File: src/rtl/conv_read_seq.sv
// rtl/conv_read_seq.sv - raster-order read address sequencer for the Conv2d feature-map buffer
// Optional stride-2 window decimation is enabled by defining READ_STRIDE2_EN.
module conv_read_seq #(
  parameter int ROW_BITS  = 5,
  parameter int COL_BITS  = 5,
  parameter int ADDR_BITS = 10
) (
  input  logic                         clk,
  input  logic                         reset,
  input  logic                         start_valid,
  output logic                         start_ready,
  input  logic [ROW_BITS-1:0]          cfg_rows,
  input  logic [COL_BITS-1:0]          cfg_cols,
  input  logic [ADDR_BITS-1:0]         cfg_base,
`ifdef READ_STRIDE2_EN
  input  logic                         cfg_stride2,
`endif
  input  logic                         abort,
  output logic                         addr_valid,
  input  logic                         addr_ready,
  output logic [ADDR_BITS-1:0]         rd_addr,
  output logic [ROW_BITS-1:0]          row_idx,
  output logic [COL_BITS-1:0]          col_idx,
  output logic                         row_last,
  output logic                         frame_last,
  output logic [ROW_BITS+COL_BITS-1:0] beats_left,
  output logic                         busy,
  output logic                         done
);

  localparam int BL_BITS = ROW_BITS + COL_BITS;
  localparam logic [COL_BITS-1:0] C_ONE  = COL_BITS'(1);
  localparam logic [BL_BITS-1:0]  BL_ONE = BL_BITS'(1);
  localparam logic [BL_BITS-1:0]  BL_TWO = BL_BITS'(2);

  typedef enum logic [1:0] {IDLE, RUN, DONE} state_t;

  state_t state, state_n;

  logic [ADDR_BITS-1:0] rd_addr_n, row_base, row_base_n;
  logic [ROW_BITS-1:0]  row_idx_n;
  logic [COL_BITS-1:0]  col_idx_n;
  logic                 row_last_n, frame_last_n;
  logic [BL_BITS-1:0]   beats_left_n;
  // cols_q drives the row address step; ncols_q/col_cnt count visited columns.
  logic [COL_BITS-1:0]  cols_q, cols_n, ncols_q, ncols_n, col_cnt, col_cnt_n;
  logic                 stride_q, stride_n;
  logic                 clr;

  logic                 stride_in;
  logic [ROW_BITS-1:0]  nrows_vis;
  logic [COL_BITS-1:0]  ncols_vis;
  logic [BL_BITS-1:0]   total;
  logic [ADDR_BITS-1:0] addr_step, row_step;
  logic [COL_BITS-1:0]  col_step;
  logic [ROW_BITS-1:0]  ridx_step;

`ifdef READ_STRIDE2_EN
  assign stride_in = cfg_stride2;
`else
  assign stride_in = 1'b0;
`endif

  // Visited counts: ceil(n/2) when decimating, n otherwise.
  assign nrows_vis = stride_in ? ((cfg_rows >> 1) + ROW_BITS'(cfg_rows[0])) : cfg_rows;
  assign ncols_vis = stride_in ? ((cfg_cols >> 1) + COL_BITS'(cfg_cols[0])) : cfg_cols;
  assign total     = BL_BITS'(nrows_vis) * BL_BITS'(ncols_vis);

  assign addr_step = stride_q ? ADDR_BITS'(2) : ADDR_BITS'(1);
  assign col_step  = stride_q ? COL_BITS'(2) : COL_BITS'(1);
  assign ridx_step = stride_q ? ROW_BITS'(2) : ROW_BITS'(1);
  assign row_step  = stride_q ? ADDR_BITS'({cols_q, 1'b0}) : ADDR_BITS'(cols_q);

  always_ff @(posedge clk) begin
    if (reset) begin
      state      <= IDLE;
      rd_addr    <= '0;
      row_base   <= '0;
      row_idx    <= '0;
      col_idx    <= '0;
      row_last   <= 1'b0;
      frame_last <= 1'b0;
      beats_left <= '0;
      cols_q     <= '0;
      ncols_q    <= '0;
      col_cnt    <= '0;
      stride_q   <= 1'b0;
    end else begin
      state      <= state_n;
      rd_addr    <= rd_addr_n;
      row_base   <= row_base_n;
      row_idx    <= row_idx_n;
      col_idx    <= col_idx_n;
      row_last   <= row_last_n;
      frame_last <= frame_last_n;
      beats_left <= beats_left_n;
      cols_q     <= cols_n;
      ncols_q    <= ncols_n;
      col_cnt    <= col_cnt_n;
      stride_q   <= stride_n;
    end
  end

  always_comb begin
    state_n      = state;
    rd_addr_n    = rd_addr;
    row_base_n   = row_base;
    row_idx_n    = row_idx;
    col_idx_n    = col_idx;
    row_last_n   = row_last;
    frame_last_n = frame_last;
    beats_left_n = beats_left;
    cols_n       = cols_q;
    ncols_n      = ncols_q;
    col_cnt_n    = col_cnt;
    stride_n     = stride_q;
    clr          = 1'b0;

    case (state)
      IDLE: begin
        if (start_valid) begin
          if (cfg_rows != '0 && cfg_cols != '0) begin
            state_n      = RUN;
            rd_addr_n    = cfg_base;
            row_base_n   = cfg_base;
            row_idx_n    = '0;
            col_idx_n    = '0;
            cols_n       = cfg_cols;
            ncols_n      = ncols_vis;
            col_cnt_n    = '0;
            stride_n     = stride_in;
            beats_left_n = total;
            row_last_n   = (ncols_vis == C_ONE);
            frame_last_n = (total == BL_ONE);
          end else begin
            state_n = DONE;
          end
        end
      end
      RUN: begin
        if (abort) begin
          state_n = IDLE;
          clr     = 1'b1;
        end else if (addr_ready) begin
          beats_left_n = beats_left - BL_ONE;
          frame_last_n = (beats_left == BL_TWO);
          if (frame_last) begin
            state_n = DONE;
            clr     = 1'b1;
          end else if (row_last) begin
            col_idx_n  = '0;
            col_cnt_n  = '0;
            row_idx_n  = row_idx + ridx_step;
            rd_addr_n  = row_base + row_step;
            row_base_n = row_base + row_step;
            row_last_n = (ncols_q == C_ONE);
          end else begin
            col_idx_n  = col_idx + col_step;
            col_cnt_n  = col_cnt + C_ONE;
            rd_addr_n  = rd_addr + addr_step;
            row_last_n = ((col_cnt + C_ONE) == (ncols_q - C_ONE));
          end
        end
      end
      DONE: begin
        state_n = IDLE;
      end
      default: begin
        state_n = IDLE;
        clr     = 1'b1;
      end
    endcase

    if (clr) begin
      rd_addr_n    = '0;
      row_base_n   = '0;
      row_idx_n    = '0;
      col_idx_n    = '0;
      row_last_n   = 1'b0;
      frame_last_n = 1'b0;
      beats_left_n = '0;
      col_cnt_n    = '0;
    end
  end

  assign start_ready = (state == IDLE);
  assign addr_valid  = (state == RUN);
  assign busy        = (state != IDLE);
  // An abort landing on the DONE cycle suppresses the pulse.
  assign done        = (state == DONE) && !abort;

endmodule

File: config.mk
export PLATFORM = sky130hd
export DESIGN_NAME = conv_read_seq
export DESIGN_NICKNAME = d
export VERILOG_FILES = /design/src/rtl/conv_read_seq.sv
export SDC_FILE = /design/constraint.sdc
export NUM_CORES = 1
export LEC_CHECK = 0
export BUFFER_PORTS_ARGS = -buffer_cell sky130_fd_sc_hd__clkbuf_2
export CORE_ASPECT_RATIO = 0.7
export CORE_UTILIZATION = 60
export DETAILED_ROUTE_END_ITERATION = 7
export PLACE_DENSITY = 0.85
export SYNTH_ARGS = -nofsm -noshare
export SYNTH_HDL_FRONTEND = slang
export SYNTH_SLANG_ARGS = --single-unit
File: constraint.sdc
create_clock -name clk -period 7.8 [get_ports clk]
set_input_delay 0.39 -clock clk [delete_from_list [all_inputs] [get_ports clk]]
set_output_delay 0.39 -clock clk [all_outputs]
set_load 0.02 [all_outputs]
== Word-level counts from Yosys, hierarchy flattened ==
Cells that the tools add are included.

* Mux-type cells: 56
* $add $sub $neg: 7
* Equality and inequality tests: 15
* Reduce and logical (&&, ||, !) cells: 15
* $mul: 1

{| class="wikitable"
|+ Operators with widths
! cell !! count
|-
| 10-bit two-way mux || 14
|-
| 5-bit two-way mux || 14
|-
| 10-bit one-hot mux with 2 select lines || 3
|-
| 5-bit one-hot mux with 2 select lines || 3
|-
| 5-bit by 1-bit adder with 5-bit output (second input constant) || 3
|-
| 1-bit two-way mux || 13
|-
| 10-bit by 1-bit adder with 10-bit output (second input constant) || 1
|-
| 10-bit by 5-bit adder with 10-bit output || 1
|-
| 10-bit by 1-bit == test with 1-bit output (second input constant) || 1
|-
| 10-bit by 2-bit == test with 1-bit output (second input constant) || 1
|-
| 5-bit by 1-bit == test with 1-bit output (second input constant) || 2
|-
| 5-bit by 5-bit multiplier with 10-bit output || 1
|-
| 2-bit two-way mux || 5
|-
| 5-bit nonzero test || 2
|-
| 10-bit by 1-bit subtractor with 10-bit output (second input constant) || 1
|-
| 7-bit AND reduction || 1
|-
| 2-bit by 1-bit != test with 1-bit output (second input constant) || 3
|-
| 2-bit != test (second input constant) || 3
|-
| 3-bit by 2-bit != test with 1-bit output (second input constant) || 2
|-
| 1-bit one-hot mux with 2 select lines || 3
|-
| 3-bit AND reduction || 2
|-
| 6-bit AND reduction || 1
|-
| 5-bit == test || 1
|-
| 5-bit AND reduction || 1
|-
| 9 further kinds || 12
|}

* Word-level logic and storage cells: 104
* Flip-flop bits (word level): 54
* Output and inout port bits: 36

== Depth between registers and ports, before layout ==
* Depth after elaboration: 7
* Gate-level depth with buffers: 13
* Depth with buffers taken out: 12

== Least setup slack after synthesis ==
OpenSTA, ideal clock, no wires.

* Path type: input-to-reg
* Start: input cfg_rows[0]
* End: register frame_last
* Stages on the path: 12
* Path buffers: 1
* Setup slack: 4.030 ns
* Arrival: 3.711 ns
* Cells stage by stage: clkbuf_1 -> nand2_1 -> fa_1 -> fa_1 -> fa_1 -> inv_1 -> ha_1 -> o21ai_0 -> or2_2 -> a211oi_1 -> nor4b_1 -> a41o_1

* Longest elaborated chain between the ends: 5
* Elaborated cells on any way between the ends: 9
* Those cells by class: mul: 1; eq/ne: 2; mux: 3; reduce/logical: 3

{| class="wikitable"
|+ RTL lines
! what !! line !! RTL
|-
| start: declaration || 12 || <nowiki>input logic [ROW_BITS-1:0] cfg_rows,</nowiki>
|-
| 5-bit by 5-bit multiplier with 10-bit output || 67 || <nowiki>assign total = BL_BITS'(nrows_vis) * BL_BITS'(ncols_vis);</nowiki>
|-
| 10-bit by 1-bit == test with 1-bit output || 134 || <nowiki>frame_last_n = (total == BL_ONE);</nowiki>
|-
| 1-bit two-way mux || 122 || <nowiki>if (cfg_rows != '0 && cfg_cols != '0) begin</nowiki>
|-
| 1-bit two-way mux || 121 || <nowiki>if (start_valid) begin</nowiki>
|-
| 1-bit one-hot mux with 2 select lines || 119 || <nowiki>case (state)</nowiki>
|-
| end signal: assignment || 95 || <nowiki>frame_last <= frame_last_n;</nowiki>
|-
| end: declaration || 25 || <nowiki>output logic frame_last,</nowiki>
|}

Parallel ways exist; a longest one is shown, timed or not. The select of a mux whose other input is x is not followed.
A chain may end at the register's enable or synchronous reset.

== Final worst setup path ==
Ends and elaborated chain as after synthesis.

==> impl.org <==
** Detailed routing
- In the routed design, unresolved DRC markers number 0.
- The final route contains 4331 vias.
- Using the TritonRoute via totals, the vias-per-cell ratio works out to between 6 and 7.
- Final routed wire length divided by cell count :: 17.5 um
- Antenna-violating nets left :: 0
- Drt initial violations :: 403
- Number of optimization iterations in the first detailed-route pass :: 6
- The final layout contains routed wiring with a total length of 11.8 mm.

** Global routing
- Global routing consumed, over all layers together, 33.6% of the routing resources.
- The first global-routing pass estimated 19.3 mm of wire.
- Entering global routing, the biggest net connects 38 pins.
- Antenna violations before repair :: 0
- Via count of the first global-routing pass :: 4001
- Congestion Overflow GR :: 0

** Synthesis
- Compound-gate portion of the synthesized area :: 25.3%
- Adder-cell share of the synthesized area :: 13.8%
- Most instantiated flip-flop cell in the synthesis netlist :: sky130_fd_sc_hd__dfxtp_1
- Number of enable-type register cells in the synthesized netlist :: 0
- Post-synthesis xor/xnor area fraction :: 4.94%
- Of all flip-flops after synthesis, the portion carrying an async set or reset was 0%.
- Largest family of logic cells by synthesized area :: compound AO/OA/AOI/OAI gates
- Post-synthesis cell area :: about 0.0043 mm2
- Share of synthesized area spent on multiplexers :: 0.235%
- Sequential elements use 25.4% of the synthesized area.
- Post-synthesis sequential element count :: 54
- Synth cell types :: 70
- Biggest area consumer among synthesized cells :: sky130_fd_sc_hd__dfxtp_1
- Synthesis handed over a netlist of 534 instances.
- Avg Inst Size Synth :: approximately 8 um2
- Top cell type's share of synthesized area :: 25.4%
- Cells taking the most area after synthesis :: sky130_fd_sc_hd__dfxtp_1 (25%), sky130_fd_sc_hd__ha_1 (9.1%), sky130_fd_sc_hd__a21oi_1 (5.5%), sky130_fd_sc_hd__nand2_1 (5.2%), sky130_fd_sc_hd__fa_1 (4.7%)
- YS warnings :: 0
- The number of nets in the synthesized netlist is 600.
- Of the total synthesized cell area, the portion taken by AND, OR, NAND and NOR gates is 25.1%.

** STA
- Hold violation total from the final report :: 0
- For the pin with the worst max-slew slack, the measured transition is 1060 ps.
- Max-slew headroom at the worst pin :: 29.2%
- Number of failing setup endpoints in the final timing report :: 0
- Highest clock rate :: 0.271 GHz
- Adding up every negative setup slack in the final design gives 0 ps.
- Min cycle time layout :: about 3700 ps
- The final critical path takes up 47.3% of the cycle.
- Final Max Slew Viols :: 0
- Setup repair after global routing left no endpoint under its margin.
- Across the routed clock network, the largest skew measured is between 4 and 5 ps.

** Finish
- Leaving out fill and tap cells, the most frequent cells in the layout are sky130_fd_sc_hd__clkbuf_2 (60), sky130_fd_sc_hd__nand2_1 (59), sky130_fd_sc_hd__dfxtp_1 (54), sky130_fd_sc_hd__nor2_1 (52), sky130_fd_sc_hd__a21oi_1 (47).
- Area overhead of the layout relative to synthesis :: 9.94%
- The final layout contains 645 nets.
- The post-route netlist has ~16% of its cells at a drive strength greater than 1.
- The library cell used most frequently in the layout, excluding fill and tap cells, is sky130_fd_sc_hd__clkbuf_2.
- 0 antenna diodes ended up in the layout.

** Clock tree
- The number of gates resized after CTS was 0.
- The H-tree was split into 2 levels.
- Clock tree sinks :: 54
- The number of setup buffers added after CTS is 0.
- Root Buffer :: sky130_fd_sc_hd__clkbuf_8
- Clock tree from TritonCTS :: yes
- Source-to-sink clock delay at the later pin of the worst-skew pair :: 320 ps
- Clk pin slew, worst setup/hold paths :: around 100 ps
- The longest clock path from root to sink contains 2 buffers.
- After clock tree synthesis, the flow added hold-fix buffers numbering 0.
- TritonCTS created 5 clock buffers.

** Critical path
- Among all stages on the critical path, the largest delay is contributed by sky130_fd_sc_hd__fa_1.
- Origin of the critical flop-to-flop path :: state[0]
- Counting stages on the worst path, the most repeated cell is sky130_fd_sc_hd__fa_1.
- Sequence of cells on the critical path :: clkbuf_2 -> nand2_1 -> fa_1 -> fa_1 -> fa_1 -> inv_1 -> ha_1 -> a211oi_1 -> o21bai_1 -> a211oi_1 -> nor4b_1 -> a41o_1
- Critical path endpoint category :: flop
- The worst register-to-register path has a depth of 8.
- Internal reg-to-reg setup slack :: ~5000 ps
- Terminus of the critical flop-to-flop path :: rd_addr[4]
- Required time of the critical path :: 8080 ps
- The largest single stage delay on the critical path is 550 ps.
- Data arrives at the worst endpoint at 3970 ps.
- The worst setup path is launched from an input pin.
- Along the worst path, the maximum fanout reaches 9.
- By startpoint and endpoint, the worst setup path is classified as input pin to flop.

** Power
- Summed over all nets, the switching power comes to 0.317 mW.
- Power, Total :: 0.824 mW
- Switching share of power :: about two fifths
- Internal power comes to slightly above 0.5 mW.
- Combinational logic is responsible for between 30% and 40% of the overall power.
- LEAKAGE :: 1.95 nW
- Power density normalized to cell area :: 176 mW/mm2
- Sequential share of power :: roughly two fifths
- The clock network accounts for roughly a quarter of the total power.
- Across the VDD grid, the largest voltage drop is 0.000107 V.

** Floorplanning
- Area of the die :: 0.00744 mm2
- Number of I/O pins :: 61
- In this run the horizontal extent of the chip is 103 um.
- Initial core utilization :: 62.7%
- Vert. Die Dim :: 72.5 um
- After floorplanning, the core was sized to cover 0.00679 mm2.
- Row generation in the floorplan step produced 25 rows.

** Worst hold path
- In this run the most critical hold path is launched from start_valid.
- The tightest min-delay check is of the input pin to flop type.
- For hold timing, the worst endpoint is state[1].
- The worst hold path was traced through 3 stages.

** Job
- Max-cap check violation count :: 0

** Place
- At the end of routability-driven placement, the weighted congestion stood at 1.00.
- HPWL reported at the end of detailed placement :: 8.69 mm
- IO Port Bufs :: 60

** Run status
- Outcome :: completed
==> worst max-delay path, delay by kind of cell <==
kind                     cells  cell delay [ps]
AO/OA/AOI/OAI                4             1060
adder cells (fa/ha/maj)      4             1830
buffers and inverters        2              260
AND/OR/NAND/NOR              2              440
==> cells by family after synthesis <==
logic type,Yosys count
xor+xnor,24
buf+inv,50
flops,54
mux,1
simple gates,209
compound gates,155
fa+ha+maj,41
==> final cells by class <==
type / count / area (um2)
Inverter: 25 / 93.8
Tap cell: 94 / 118
Clock buffer: 5 / 68.8
Multi-Input combinational cell: 430 / 2950
Sequential cell: 54 / 1080
Fill cell: 586 / 2110
Clock inverter: 3 / 40.0
Timing Repair Buffer: 63 / 323
==> sequential cells by signal, summed over array words and instances, names as in the netlist <==
| name | flops |
|---|---|
| beats_left | 10 |
| col_cnt | 5 |
| col_idx | 5 |
| frame_last | 1 |
| ncols_q | 5 |
| rd_addr | 10 |
| row_base | 10 |
| row_idx | 5 |
| row_last | 1 |
| state | 2 |
==> layer usage <==
layer / up-vias / share of wire, % / global-route usage, %
met4: 0 / 1.4 / 9.05
met3: 22 / 9.1 / 5.39
li1: 2028 / - / -
met5: - / 0 / 0
met1: 2061 / 46 / 49.3
met2: 220 / 43 / 51.0
==> synth_stat cells (3+ instances only) <==
cell	n
sky130_fd_sc_hd__nor4b_1	3
sky130_fd_sc_hd__buf_4	3
sky130_fd_sc_hd__ha_1	31
sky130_fd_sc_hd__nor3b_1	6
sky130_fd_sc_hd__nand2_1	59
sky130_fd_sc_hd__a31oi_1	5
sky130_fd_sc_hd__a211o_1	4
sky130_fd_sc_hd__o21ai_0	28
sky130_fd_sc_hd__dfxtp_1	54
sky130_fd_sc_hd__nand4_1	7
sky130_fd_sc_hd__o22ai_1	6
sky130_fd_sc_hd__clkbuf_1	14
sky130_fd_sc_hd__o21a_1	3
sky130_fd_sc_hd__xor2_1	12
sky130_fd_sc_hd__nand3b_1	3
sky130_fd_sc_hd__nor2b_1	5
sky130_fd_sc_hd__nand2b_1	5
sky130_fd_sc_hd__o211ai_1	6
sky130_fd_sc_hd__nor3_1	8
sky130_fd_sc_hd__or3_1	4
sky130_fd_sc_hd__xnor2_1	12
sky130_fd_sc_hd__a21o_1	4
sky130_fd_sc_hd__nor4_1	8
sky130_fd_sc_hd__o32ai_1	3
sky130_fd_sc_hd__and2_1	17
sky130_fd_sc_hd__inv_1	25
sky130_fd_sc_hd__a2111oi_0	3
sky130_fd_sc_hd__buf_2	5
sky130_fd_sc_hd__a211oi_1	17
sky130_fd_sc_hd__fa_1	10
sky130_fd_sc_hd__a2111oi_2	3
sky130_fd_sc_hd__nor2_1	52
sky130_fd_sc_hd__or4_1	3
sky130_fd_sc_hd__nand3_1	14
sky130_fd_sc_hd__a21oi_1	47
==> how the worst max path moves through the flow <==
stage | start | end | slack (ps)
global route | cfg_rows[0] | frame_last | 3990
global placement | cfg_rows[0] | beats_left[7] | 3990
CTS | cfg_rows[0] | frame_last | 4140
finish | cfg_rows[0] | frame_last | 4110
floorplan | cfg_rows[0] | frame_last | 4030
detailed placement | cfg_rows[0] | frame_last | 3820
==> power by group through the flow <==
stage / Clock (mW) / Sequential [mW] / Combinational, mW
2_1_floorplan: 0 / 0.336 / 0.211
3_3_place_gp: 0 / 0.329 / 0.285
3_5_place_dp: 0 / 0.331 / 0.295
4_1_cts: 0.196 / 0.324 / 0.297
5_1_grt: 0.206 / 0.329 / 0.333
6_report: 0.195 / 0.326 / 0.303
==> metrics by stage <==
step	std cells	util (%)	instance area [um2]	setup slack (ps)	hold WS, ps
3_5_place_dp	666	67.3	4570	3820	476
6_report	674	68.9	4680	4110	354
3_3_place_gp	666	67.3	4570	3990	465
4_1_cts	674	68.9	4680	4140	347
2_1_floorplan	534	-	4260	4030	454
5_1_grt	674	68.9	4680	3990	350
Power figures use the tool's default switching activity.
